**src/rtl/pio_regbus_pkg.sv**
```systemverilog
// Shared types and constants for the PIO register-bus arbiter.
// Register offsets mirror the ones decoded by the PIO control register file.
package pio_regbus_pkg;

   localparam int unsigned ADDR_W = 10;
   localparam logic [ADDR_W-1:0] MAX_ADDR = 10'h140;

   localparam logic [ADDR_W-1:0] CTRL      = 10'h000;
   localparam logic [ADDR_W-1:0] FDEBUG    = 10'h008;
   localparam logic [ADDR_W-1:0] SM0_INSTR = 10'h0D8;
   localparam logic [ADDR_W-1:0] SM1_INSTR = 10'h0F0;
   localparam logic [ADDR_W-1:0] SM2_INSTR = 10'h108;
   localparam logic [ADDR_W-1:0] SM3_INSTR = 10'h120;
   localparam logic [ADDR_W-1:0] IRQ1_INTS = 10'h140;

   typedef enum logic [1:0] {
      StIdle,
      StAccess,
      StResp
   } state_e;

endpackage

```
**src/rtl/pio_regbus_arbiter_rr_arbiter.sv**
```systemverilog
// Combinational round-robin pick: first valid requester at or after ptr,
// searched cyclically, returned as one-hot grant plus binary index.
module rr_arbiter
   import pio_regbus_pkg::*;
#(
   parameter int unsigned NUM_REQ = 2,
   parameter int unsigned IDX_W   = (NUM_REQ > 1) ? $clog2(NUM_REQ) : 1
) (
   input  logic [NUM_REQ-1:0] valid,
   input  logic [IDX_W-1:0]   ptr,
   output logic [NUM_REQ-1:0] gnt,
   output logic [IDX_W-1:0]   idx,
   output logic               any
);

   always_comb begin : pick
      int unsigned j;
      logic [IDX_W-1:0] k;
      j   = 0;
      k   = '0;
      gnt = '0;
      idx = '0;
      any = 1'b0;
      for (int unsigned i = 0; i < NUM_REQ; i++) begin
         j = (32'(ptr) + i) % NUM_REQ;
         k = IDX_W'(j);
         if (!any && valid[k]) begin
            any    = 1'b1;
            gnt[k] = 1'b1;
            idx    = k;
         end
      end
   end

endmodule

```
**src/rtl/pio_regbus_arbiter.sv**
```systemverilog
// Round-robin arbiter sharing the PIO register file port between NUM_REQ
// requesters; one transaction per IDLE -> ACCESS -> RESP pass.
module pio_regbus_arbiter #(
   parameter int unsigned       NUM_REQ  = 2,
   parameter int unsigned       ADDR_W   = pio_regbus_pkg::ADDR_W,
   parameter logic [ADDR_W-1:0] MAX_ADDR = pio_regbus_pkg::MAX_ADDR
) (
   input  logic                    clk,
   input  logic                    rst,
   input  logic [NUM_REQ-1:0]      req_valid,
   output logic [NUM_REQ-1:0]      req_ready,
   input  logic [NUM_REQ-1:0]      req_write,
   input  logic [NUM_REQ*ADDR_W-1:0] req_addr,
   input  logic [NUM_REQ*32-1:0]   req_wdata,
   output logic [NUM_REQ-1:0]      rsp_valid,
   output logic [31:0]             rsp_rdata,
   output logic                    rsp_err,
   output logic                    rf_write_en,
   output logic [ADDR_W-1:0]       rf_write_addr,
   output logic [31:0]             rf_data_in,
   output logic [ADDR_W-1:0]       rf_read_addr,
   input  logic [31:0]             rf_data_out
);
   import pio_regbus_pkg::*;

   localparam int unsigned IDX_W = (NUM_REQ > 1) ? $clog2(NUM_REQ) : 1;

   state_e             state;
   logic [IDX_W-1:0]   rr_ptr;
   logic [IDX_W-1:0]   idx_q;
   logic               write_q;
   logic               legal_q;

   logic [NUM_REQ-1:0] gnt;
   logic [IDX_W-1:0]   gnt_idx;
   logic               any;
   logic [ADDR_W-1:0]  sel_addr;
   logic [31:0]        sel_wdata;
   logic               sel_write;
   logic               sel_legal;

   rr_arbiter #(
      .NUM_REQ (NUM_REQ),
      .IDX_W   (IDX_W)
   ) u_rr_arbiter (
      .valid (req_valid),
      .ptr   (rr_ptr),
      .gnt   (gnt),
      .idx   (gnt_idx),
      .any   (any)
   );

   // Ready is forced low while rst is held so all outputs read zero in reset.
   assign req_ready = (state == StIdle && !rst) ? gnt : '0;
   assign sel_addr  = req_addr[32'(gnt_idx)*ADDR_W +: ADDR_W];
   assign sel_wdata = req_wdata[32'(gnt_idx)*32 +: 32];
   assign sel_write = req_write[gnt_idx];
   assign sel_legal = (sel_addr[1:0] == 2'b00) && (sel_addr <= MAX_ADDR);

   always_ff @(posedge clk or posedge rst) begin
      if (rst) begin
         state         <= StIdle;
         rr_ptr        <= '0;
         idx_q         <= '0;
         write_q       <= 1'b0;
         legal_q       <= 1'b0;
         rsp_valid     <= '0;
         rsp_rdata     <= '0;
         rsp_err       <= 1'b0;
         rf_write_en   <= 1'b0;
         rf_write_addr <= '0;
         rf_data_in    <= '0;
         rf_read_addr  <= '0;
      end else begin
         case (state)
            StIdle: begin
               if (any) begin
                  idx_q   <= gnt_idx;
                  write_q <= sel_write;
                  legal_q <= sel_legal;
                  // Strobe is registered here so it is high for the ACCESS cycle only.
                  if (sel_legal && sel_write) begin
                     rf_write_en   <= 1'b1;
                     rf_write_addr <= sel_addr;
                     rf_data_in    <= sel_wdata;
                  end else if (sel_legal) begin
                     rf_read_addr  <= sel_addr;
                  end
                  state <= StAccess;
               end
            end
            StAccess: begin
               rf_write_en <= 1'b0;
               rsp_valid   <= NUM_REQ'(1) << idx_q;
               rsp_rdata   <= (legal_q && !write_q) ? rf_data_out : '0;
               rsp_err     <= !legal_q;
               state       <= StResp;
            end
            StResp: begin
               rsp_valid <= '0;
               rsp_rdata <= '0;
               rsp_err   <= 1'b0;
               rr_ptr    <= (idx_q == IDX_W'(NUM_REQ - 1)) ? '0 : idx_q + 1'b1;
               state     <= StIdle;
            end
            default: state <= StIdle;
         endcase
      end
   end

endmodule

```
**config.mk**
```make
export PLATFORM = sky130hd
export DESIGN_NAME = pio_regbus_arbiter
export DESIGN_NICKNAME = d
export VERILOG_FILES = /design/src/rtl/pio_regbus_pkg.sv /design/src/rtl/pio_regbus_arbiter_rr_arbiter.sv /design/src/rtl/pio_regbus_arbiter.sv
export SDC_FILE = /design/constraint.sdc
export NUM_CORES = 1
export LEC_CHECK = 0
export BUFFER_PORTS_ARGS = -buffer_cell sky130_fd_sc_hd__buf_4
export CORE_MARGIN = 3
export CORE_UTILIZATION = 42
export CTS_CLUSTER_SIZE = 10
export DETAILED_ROUTE_END_ITERATION = 16
export PLACE_DENSITY = 0.77
export SLEW_MARGIN = 30
export SYNTH_ARGS = -nofsm -noshare
export SYNTH_HDL_FRONTEND = slang
export SYNTH_SLANG_ARGS = --single-unit
```
**constraint.sdc**
```tcl
create_clock -name clk -period 2.8 [get_ports clk]
set_clock_uncertainty 0.05 [all_clocks]
set_input_delay 0.14 -clock clk [delete_from_list [all_inputs] [get_ports clk]]
set_output_delay 0.14 -clock clk [all_outputs]
set_load 0.005 [all_outputs]
```
# --- Word-level counts from Yosys, hierarchy flattened ---
# Cells that the tools add are included.
word_totals:
  reg_bits: 94
  in_bits: 122
  out_inout_bits: 90
  elab_cells: 76
classes:
  n_addsub: 2
  mul: 1
  magnitude_cmp: 6
  n_eq_ne: 4
  shift: 3
  n_mux: 27
  bitwise: 2
  n_reduce_logical: 19
ops:
  columns: ["operator", "count"]
  rows:
  - ["$pmux W32 S2", 1]
  - ["$shiftx A64 B7 Y32", 1]
  - ["$mux W32", 1]
  - ["$shiftx A20 B6 Y10", 1]
  - ["$mux W1", 15]
  - ["$le A10 B9 Y1 const B", 1]
  - ["$mux W2", 4]
  - ["$pmux W2 S2", 2]
  - ["$logic_and A1 B1 Y1", 7]
  - ["$lt A1 B2 Y1 const B", 3]
  - ["$reduce_and A3 Y1", 2]
  - ["$logic_not A1 Y1", 4]
  - ["$logic_not A2 Y1", 2]
  - ["$mul A1 B3 Y4 const B", 1]
  - ["$pmux W1 S2", 2]
  - ["$reduce_and A4 Y1", 1]
  - ["$reduce_bool A2 Y1", 2]
  - ["$add A1 B1 Y1 const B", 2]
  - ["$demux W1 S1", 2]
  - ["$eq A2 B1 Y1 const B", 1]
  - ["$eq A2 B2 Y1 const B", 1]
  - ["$ge A1 B1 Y1 const B", 2]
  - ["$ne A2 B1 Y1 const B", 1]
  - ["$ne A2 B2 Y1 const B", 1]
  - ["other kinds (4)", 4]

# --- Depth between registers and ports, before layout ---
# Gate-level depths: netlist of the first run.
depth:
  ltp_word: 14
  depth_mapped: 7
  depth_no_buf: 6

# --- By module ---
# From an unflattened synthesis of the first run, not the netlist that was laid out.
unflattened:
  hier_cells: 352
  hier_area_um2: 4269.1
by_module_without_submodules:
  columns: ["module", "n_inst", "cells_per_inst", "area_each_um2", "seq_area_each_um2"]
  rows:
  - ["pio_regbus_arbiter", 1, 347, 4236.6, 2352.3]
  - ["rr_arbiter", 1, 5, 32.5, 0.0]

# --- Worst setup path after synthesis of the first run ---
# Ideal clock, no wire load.
synth_timing:
  kind: "register to register"
  from: "register state[0]"
  to: "register rf_data_in[0]"
  setup_ns: 0.125
  t_arrival_ns: 1.902
  required_time_ns: 2.625
  slack_ns: 0.723
  path_stages_with_launch: 7
  n_path_buf: 1
  period_less_slack_ns: 2.077
  path_cell_list: "dfrtp_1 > inv_1 > ha_1 > clkinv_1 > o32ai_4 > buf_6 > mux2_2"
synth_via:
  elab_chain_len: 2
synth_lines:
  columns: ["element", "line", "source"]
  rows:
  - ["start: declaration", "pio_regbus_arbiter.sv:28", "state_e state;"]
  - ["start signal: assignment", "pio_regbus_arbiter.sv:62", "state <= StIdle;"]
  - ["start signal: assignment", "pio_regbus_arbiter.sv:89", "state <= StAccess;"]
  - ["start signal: assignment", "pio_regbus_arbiter.sv:97", "state <= StResp;"]
  - ["$logic_not A2 Y1", "pio_regbus_arbiter.sv:75", "case (state)"]
  - ["$reduce_and A3 Y1 (no line)", null, null]
  - ["end signal: assignment", "pio_regbus_arbiter.sv:85", "rf_data_in <= sel_wdata;"]
  - ["end: declaration", "pio_regbus_arbiter.sv:20", "output logic [31:0] rf_data_in,"]
# Every way passes these cells.
# A chain may end at the register's enable or synchronous reset.

# --- Worst setup path in the final report of the first run ---
layout_timing:
  from: "register state[1]"
  to: "register rf_data_in[18]"
# The elaborated chain is that of the path after synthesis.

==> flow_summary.ini, run 1 <==
[yosys]
syn_area_per_cell_um2 = 12.0
ys_types = 35
synth-seq-cells = 94
ys_seq_area_share_pct = 54.3
synth-main-ff-cell = dfrtp_1
synth_edf_count = 0
syn_inst = 362
yosys.area.top_type = dfrtp_1
synth_top_area_share_pct = 54.3
ys_top_cells_by_area = dfrtp_1 (54%), mux2_2 (21%), o21ai_0 (4.0%)
ys_warn_count = 0
syn_area_mm2 = 0.00433
syn_nets = 489
async_flop_share_pct = 100

[floorplanning]
die_h_um = 108
pin_count = 212
fp.dieW_um = 108
core_area_mm2 = 0.00991
die_area_mm2 = 0.0116
num_rows = 36
start_util_pct = 43.7

[sta]
fmax_mhz = 435
fin_crit_sh_pct = 82.1
setup_violations = 0
hold_violations = 0
rsz0062_at_grt = false
relSlewSlack_pct = 44.1
period_needed_ns = 2.30
slew_violations = 0
worstMarginPinSlew_ns = 0.838
final.setup.tns_ns = 0

[global_routing]
grt_max_degree = 95
grt_pass1_wl_mm = 18.8
antenna_found_initial = 0
grt_pass1_vias = 3876
grt-ovfl-total = 0
grt_usage_pct = 20.7

[clock_network]
cts_made_buffers = 9
cts.sinks = 94
clk-insertion-delay-late_ns = 0.35
cts_tree = yes
root_buffer = clkbuf_8
cts_resized = 0
path_clk_slew_ns = 0.10
clockBufferDepth = 2
htree_levels = 3

[finish]
final_cell_mix = buf_4 (213), dfrtp_1 (94), mux2_2 (82)
postLayoutCoreUtil_pct = 66.1
drive_gt1_share_pct = 53.0
layout_commonest_cell = buf_4
finalInstanceArea_mm2 = 0.00655
diodes = 0
nets = 733
area_growth_pct = 51.3

[worst_setup_path]
cpMaxStageDelayCell = dfrtp_1
critPathLaunchType = flop
critPathMaxFanout = 42
crit_chain = inv_1 > ha_1 > clkinv_1 > o32ai_4 > buf_12 > mux2_2
critical_path_class = reg -> reg
crit_path_end_kind = flop
cp.required_ns = 2.99
crit_path_max_incr_delay_ns = 0.41
critPathTopFamily = buffers and inverters
critPathBufInv = 3
cp.arrival_ns = 2.49

[route]
drtAntennaViolNets = 0
first_pass_iters = 4
vias = 3611
remaining_drc_errors = 0
via_per_inst = 4.85
routed_wirelength_mm = 12.1
first_iter_violations = 168
wl_per_cell_um = 16.2

[status]
status = finished clean

[place]
hpwl_mm = 8.77
numPortBuffers = 211
gp_congestion = 0.791
post_dp_cell_area_mm2 = 0.00605

[pwr]
p_leak_nw = 3.23
power_density_mw_per_mm2 = 685
vdd_drop_max_uv = 348

[run]
drv_cap = 0

[worst_hold_path]
hold_class = in -> reg
## final cells by class
cell class / count / area [um2]
Multi-Input combinational cell: 206 / 1710
Fill cell: 775 / 3360
Timing Repair Buffer: 248 / 1970
Tap cell: 133 / 166
Sequential cell: 94 / 2350
Clock buffer: 10 / 128
Inverter: 47 / 181
Clock inverter: 6 / 45.0
## report_power, final
part | total [mW] | leakage (nW) | switching (mW) | internal, mW
clock network | 0.814 | 0.0910 | 0.484 | 0.330
logic | 1.72 | 1.89 | 0.747 | 0.973
registers | 1.96 | 1.24 | 0.222 | 1.73
## final timing paths
path                                startpoint          endpoint  slack, ns  cells after the start
worst max-delay path                  state[1]    rf_data_in[18]       0.50                      6
worst min-delay path             req_wdata[34]     rf_data_in[2]       0.08                      3
worst max register to register        state[1]    rf_data_in[18]       0.50                      6
worst min register to register  rf_data_in[21]    rf_data_in[21]       0.44                      1
max in group asynchronous                  rst  rf_write_addr[0]       1.66                      3
min in group asynchronous                  rst    rf_data_in[15]       0.45                      3
## metrics by stage
stage / cells / hold WS, ns / setup slack [ns] / total power, mW
2_1_floorplan: 362 / 0.207 / 0.161 / 2.74
3_3_place_gp: 695 / 0.294 / 0.620 / 3.61
3_5_place_dp: 695 / 0.298 / 0.514 / 3.68
4_1_cts: 744 / 0.0697 / 0.504 / 4.54
5_1_grt: 744 / 0.0704 / 0.310 / 4.79
6_report: 744 / 0.0785 / 0.502 / 4.49
## worst register-to-register path, cell delays in order (launching register included)
cell and delay [ns]:
dfrtp_1 0.41, inv_1 0.12, ha_1 0.26, clkinv_1 0.32
o32ai_4 0.39, buf_12 0.28, mux2_2 0.38
## cells by family (layout without fill, tap and decap cells)
logic type | count (synthesis) | after routing | share of synthesized area, %
DFF | 94 | 94 | 54.3
buffers and inverters | 62 | 311 | 6.35
and+or+nand+nor | 61 | 61 | 6.50
AOI/OAI and AO/OA | 53 | 53 | 8.78
muxes | 87 | 87 | 22.6
adders and majority gates | 5 | 5 | 1.44
## synth_stat cells, types with 3 or more instances
master and instances:
ha_1 5, mux2_1 5, mux2_2 82, buf_6 5
dfrtp_1 94, buf_2 3, nor2_1 6, o22ai_1 3
and2b_2 3, inv_1 46, clkbuf_1 6, o21ai_0 35
nand2_1 38, a21oi_1 3
## metal layers
| layer | up-vias | share of wire (%) | GRT usage (%) |
|---|---|---|---|
| li1 | 1700 | - | - |
| met1 | 1762 | 36 | 23.0 |
| met2 | 127 | 55 | 38.5 |
| met3 | 22 | 6.4 | 4.74 |
| met4 | 0 | 2.4 | 7.30 |
| met5 | - | 0 | 0 |
## registers in the layout (all words and copies together) (netlist names), 2 cells and up
| register | cells |
|---|---|
| rf_data_in | 32 |
| rsp_rdata | 32 |
| rsp_valid | 2 |
| state | 2 |
| rf_write_addr | 10 |
| rf_read_addr | 10 |
## what timing repair did
| item | 4_1_cts | 5_1_grt |
|---|---|---|
| hold buffers | 33 | 0 |
| buffers inserted | 0 | 0 |
| hold endpoints to repair | 126 | 0 |
Power figures use the tool's default switching activity.
==> run 2: changes to the inputs <==
ABC_AREA = 1   (was unset)
PLACE_DENSITY = 0.76   (was 0.77)
clock period = 2.1 ns   (was 2.8 ns; I/O delays follow)
==> run 2 against run 1 <==
First-iteration DRC count grew 1.8%. Fmax up 14%. Combinational power increased by 58%. Die area rose by 4.5%. Total power grew 47%. Synthesized area increased by 4.7%. Final cell count up 27%. Hold slack got worse by 0.066 ns. Sequential cell count did not move. Register-to-register slack got worse by 0.41 ns. Critical path depth is 8 higher.
==> flow_summary.ini, run 2 <==
[worst_setup_path]
r2r_setup_slack_ns = 0.09
critPathBufInv = 3
cp.depth = 14
rr_endpoint = rf_write_en
critPathMaxFanout = 15
r2r_start = rr_ptr
critPathTopFamily = simple AND/OR/NAND/NOR gates
cpMostUsedCell = nand2_1
crit_chain = inv_2 > nand2_4 > nand2_8 > nand2_1 > o21ai_1 > nor2_1 > nand3_4 > nand2_4 > nand3_4 > buf_4 > nand2_1 > nand2_1 > nand2_1 > inv_1
cp.arrival_ns = 2.21
crit_path_end_kind = flop
cpMaxStageDelayCell = dfrtp_1
critical_path_class = reg -> reg
crit_path_max_incr_delay_ns = 0.39
critPathLaunchType = flop
cp.required_ns = 2.30
reg2reg_depth = 14

[sta]
relSlewSlack_pct = 67.7
fmax_mhz = 498
slew_violations = 0
fin_crit_sh_pct = 95.6
hold_violations = 0
setup_violations = 0
worstMarginPinSlew_ns = 0.485
period_needed_ns = 2.01

[finish]
finalInstanceArea_mm2 = 0.00692
area_growth_pct = 52.5
layout_commonest_cell = buf_4
drive_gt1_share_pct = 34.0
diodes = 0
fillers = 855
final_cell_mix = buf_4 (222), nand2_1 (211), dfrtp_1 (94)
nets = 933
reg_top3 = rf_data_in: 32 flops, rsp_rdata: 32 flops

[global_routing]
grt_max_degree = 95
antenna_found_initial = 0
grt_usage_pct = 21.0
grt_pass1_vias = 4281
grt_pass1_wl_mm = 20.0
grt-ovfl-total = 0

[yosys]
synth_most_common_cell = nand2_1
synth_edf_count = 0
ys_warn_count = 0
async_flop_share_pct = 100
synth_top_area_share_pct = 51.8
syn_inst = 557
syn_area_per_cell_um2 = 8.15
synthTopCellsByCount = nand2_1 (216), dfrtp_1 (94), inv_1 (92)
syn_area_mm2 = 0.00454
ys_seq_area_share_pct = 51.8
ys_top_cells_by_area = dfrtp_1 (52%), nand2_1 (18%), inv_1 (7.6%)
synth-seq-cells = 94
synth-main-ff-cell = dfrtp_1
ys_types = 30
syn_nets = 684
yosys.area.top_type = dfrtp_1

[route]
wl_per_cell_um = 14.2
vias = 4509
remaining_drc_errors = 0
drtAntennaViolNets = 0
routed_wirelength_mm = 13.5
first_iter_violations = 171
first_pass_iters = 5
via_per_inst = 4.76

[pwr]
swShare_pct = 36.1
p_leak_nw = 3.93
power_frac_clock_pct = 18.3
vdd_drop_max_uv = 427
fin_total_pwr_mw = 6.60
p_comb_share_pct = 41.0
p_seq_share_pct = 40.7
p_switching_mw = 2.38
internal_power_mw = 4.21
power_density_mw_per_mm2 = 954

[floorplanning]
num_rows = 37
pin_count = 212
die_h_um = 110
fp.dieW_um = 110
core_area_mm2 = 0.0104
die_area_mm2 = 0.0121
start_util_pct = 43.6

[clock_network]
cts_made_buffers = 9
clk-insertion-delay-late_ns = 0.35
htree_levels = 3
clockBufferDepth = 2
cts.sinks = 94
path_clk_slew_ns = 0.10
root_buffer = clkbuf_8
cts_tree = yes

[worst_hold_path]
min_to = rf_data_in[6]
hold_class = in -> reg
min_from = req_wdata[6]
whs_path_depth = 5

[place]
gp_congestion = 0.766
hpwl_mm = 9.24
numPortBuffers = 211
post_dp_cell_area_mm2 = 0.00625

[run]
drv_cap = 0

[status]
status = finished clean
[run 2: tightest hold or removal path, cell delays in order]
cell     delay [ns]
buf_4          0.08
nand2_1        0.04
nand2_1        0.05
nand3_1        0.07
nand2_1        0.05
[run 2: cell families after synthesis]
| logic type | count (synthesis) | share of synthesized area [%] |
|---|---|---|
| flops | 94 | 51.8 |
| simple gates | 274 | 26.0 |
| fa+ha+maj | 5 | 1.38 |
| compound gates | 60 | 8.91 |
| buf+inv | 123 | 11.7 |
| mux | 1 | 0.221 |
[run 2: per-layer routing]
metal	share of wire, %	track usage, %	wire length [um]
met5	0	0	0
met4	2.6	6.86	354
met1	39	24.4	5220
met2	54	39.0	7290
met3	4.6	3.58	621
[run 2: worst max-delay path by stage]
| stage | from | end | slack [ns] |
|---|---|---|---|
| 6_report | rr_ptr | rf_write_en | 0.09 |
| 2_1_floorplan | state[0] | rf_data_in[14] | 0.16 |
| 3_5_place_dp | rr_ptr | rf_data_in[26] | 0.03 |
| 4_1_cts | rr_ptr | rf_data_in[11] | 0.01 |
| 5_1_grt | rr_ptr | rf_write_addr[2] | -0.04 |
| 3_3_place_gp | rr_ptr | rf_read_addr[2] | 0.08 |
[run 2: power by group through the flow]
stage	clock [mW]	sequential [mW]	combinational [mW]
4_1_cts	1.24	2.68	2.67
3_3_place_gp	0	2.69	2.52
5_1_grt	1.32	2.75	2.98
6_report	1.21	2.68	2.71
2_1_floorplan	0	2.70	1.25
3_5_place_dp	0	2.69	2.62
[run 2: per-stage QoR]
stage                     hold slack [ns]  setup TNS (ns)  util, %  instances  setup WS [ns]
after global placement              0.268               0     60.0        888         0.0754
final                              0.0123               0     66.4        947         0.0930
after CTS                        0.000539               0     65.4        941         0.0139
after detailed placement            0.274               0     60.0        888         0.0313
after global routing               0.0130          -0.378     66.4        947        -0.0400
after floorplan                     0.191               0        -        557          0.164
[run 2: cell type report]
cell class / instances / area (um2) / area share [%]
Inverter: 96 / 364 / 5.26
Tap cell: 136 / 170 / 2.46
Multi-Input combinational cell: 340 / 1680 / 24.3
Clock inverter: 6 / 68.8 / 0.995
Clock buffer: 10 / 128 / 1.84
Sequential cell: 94 / 2350 / 34.0
Timing Repair Buffer: 265 / 2150 / 31.1
[run 2: repair_timing]
action,in CTS,in global routing
hold buffers,37,0
setup endpoints to repair,0,52
hold endpoints to repair,129,0
gates resized for setup,0,9
buffers inserted,0,5
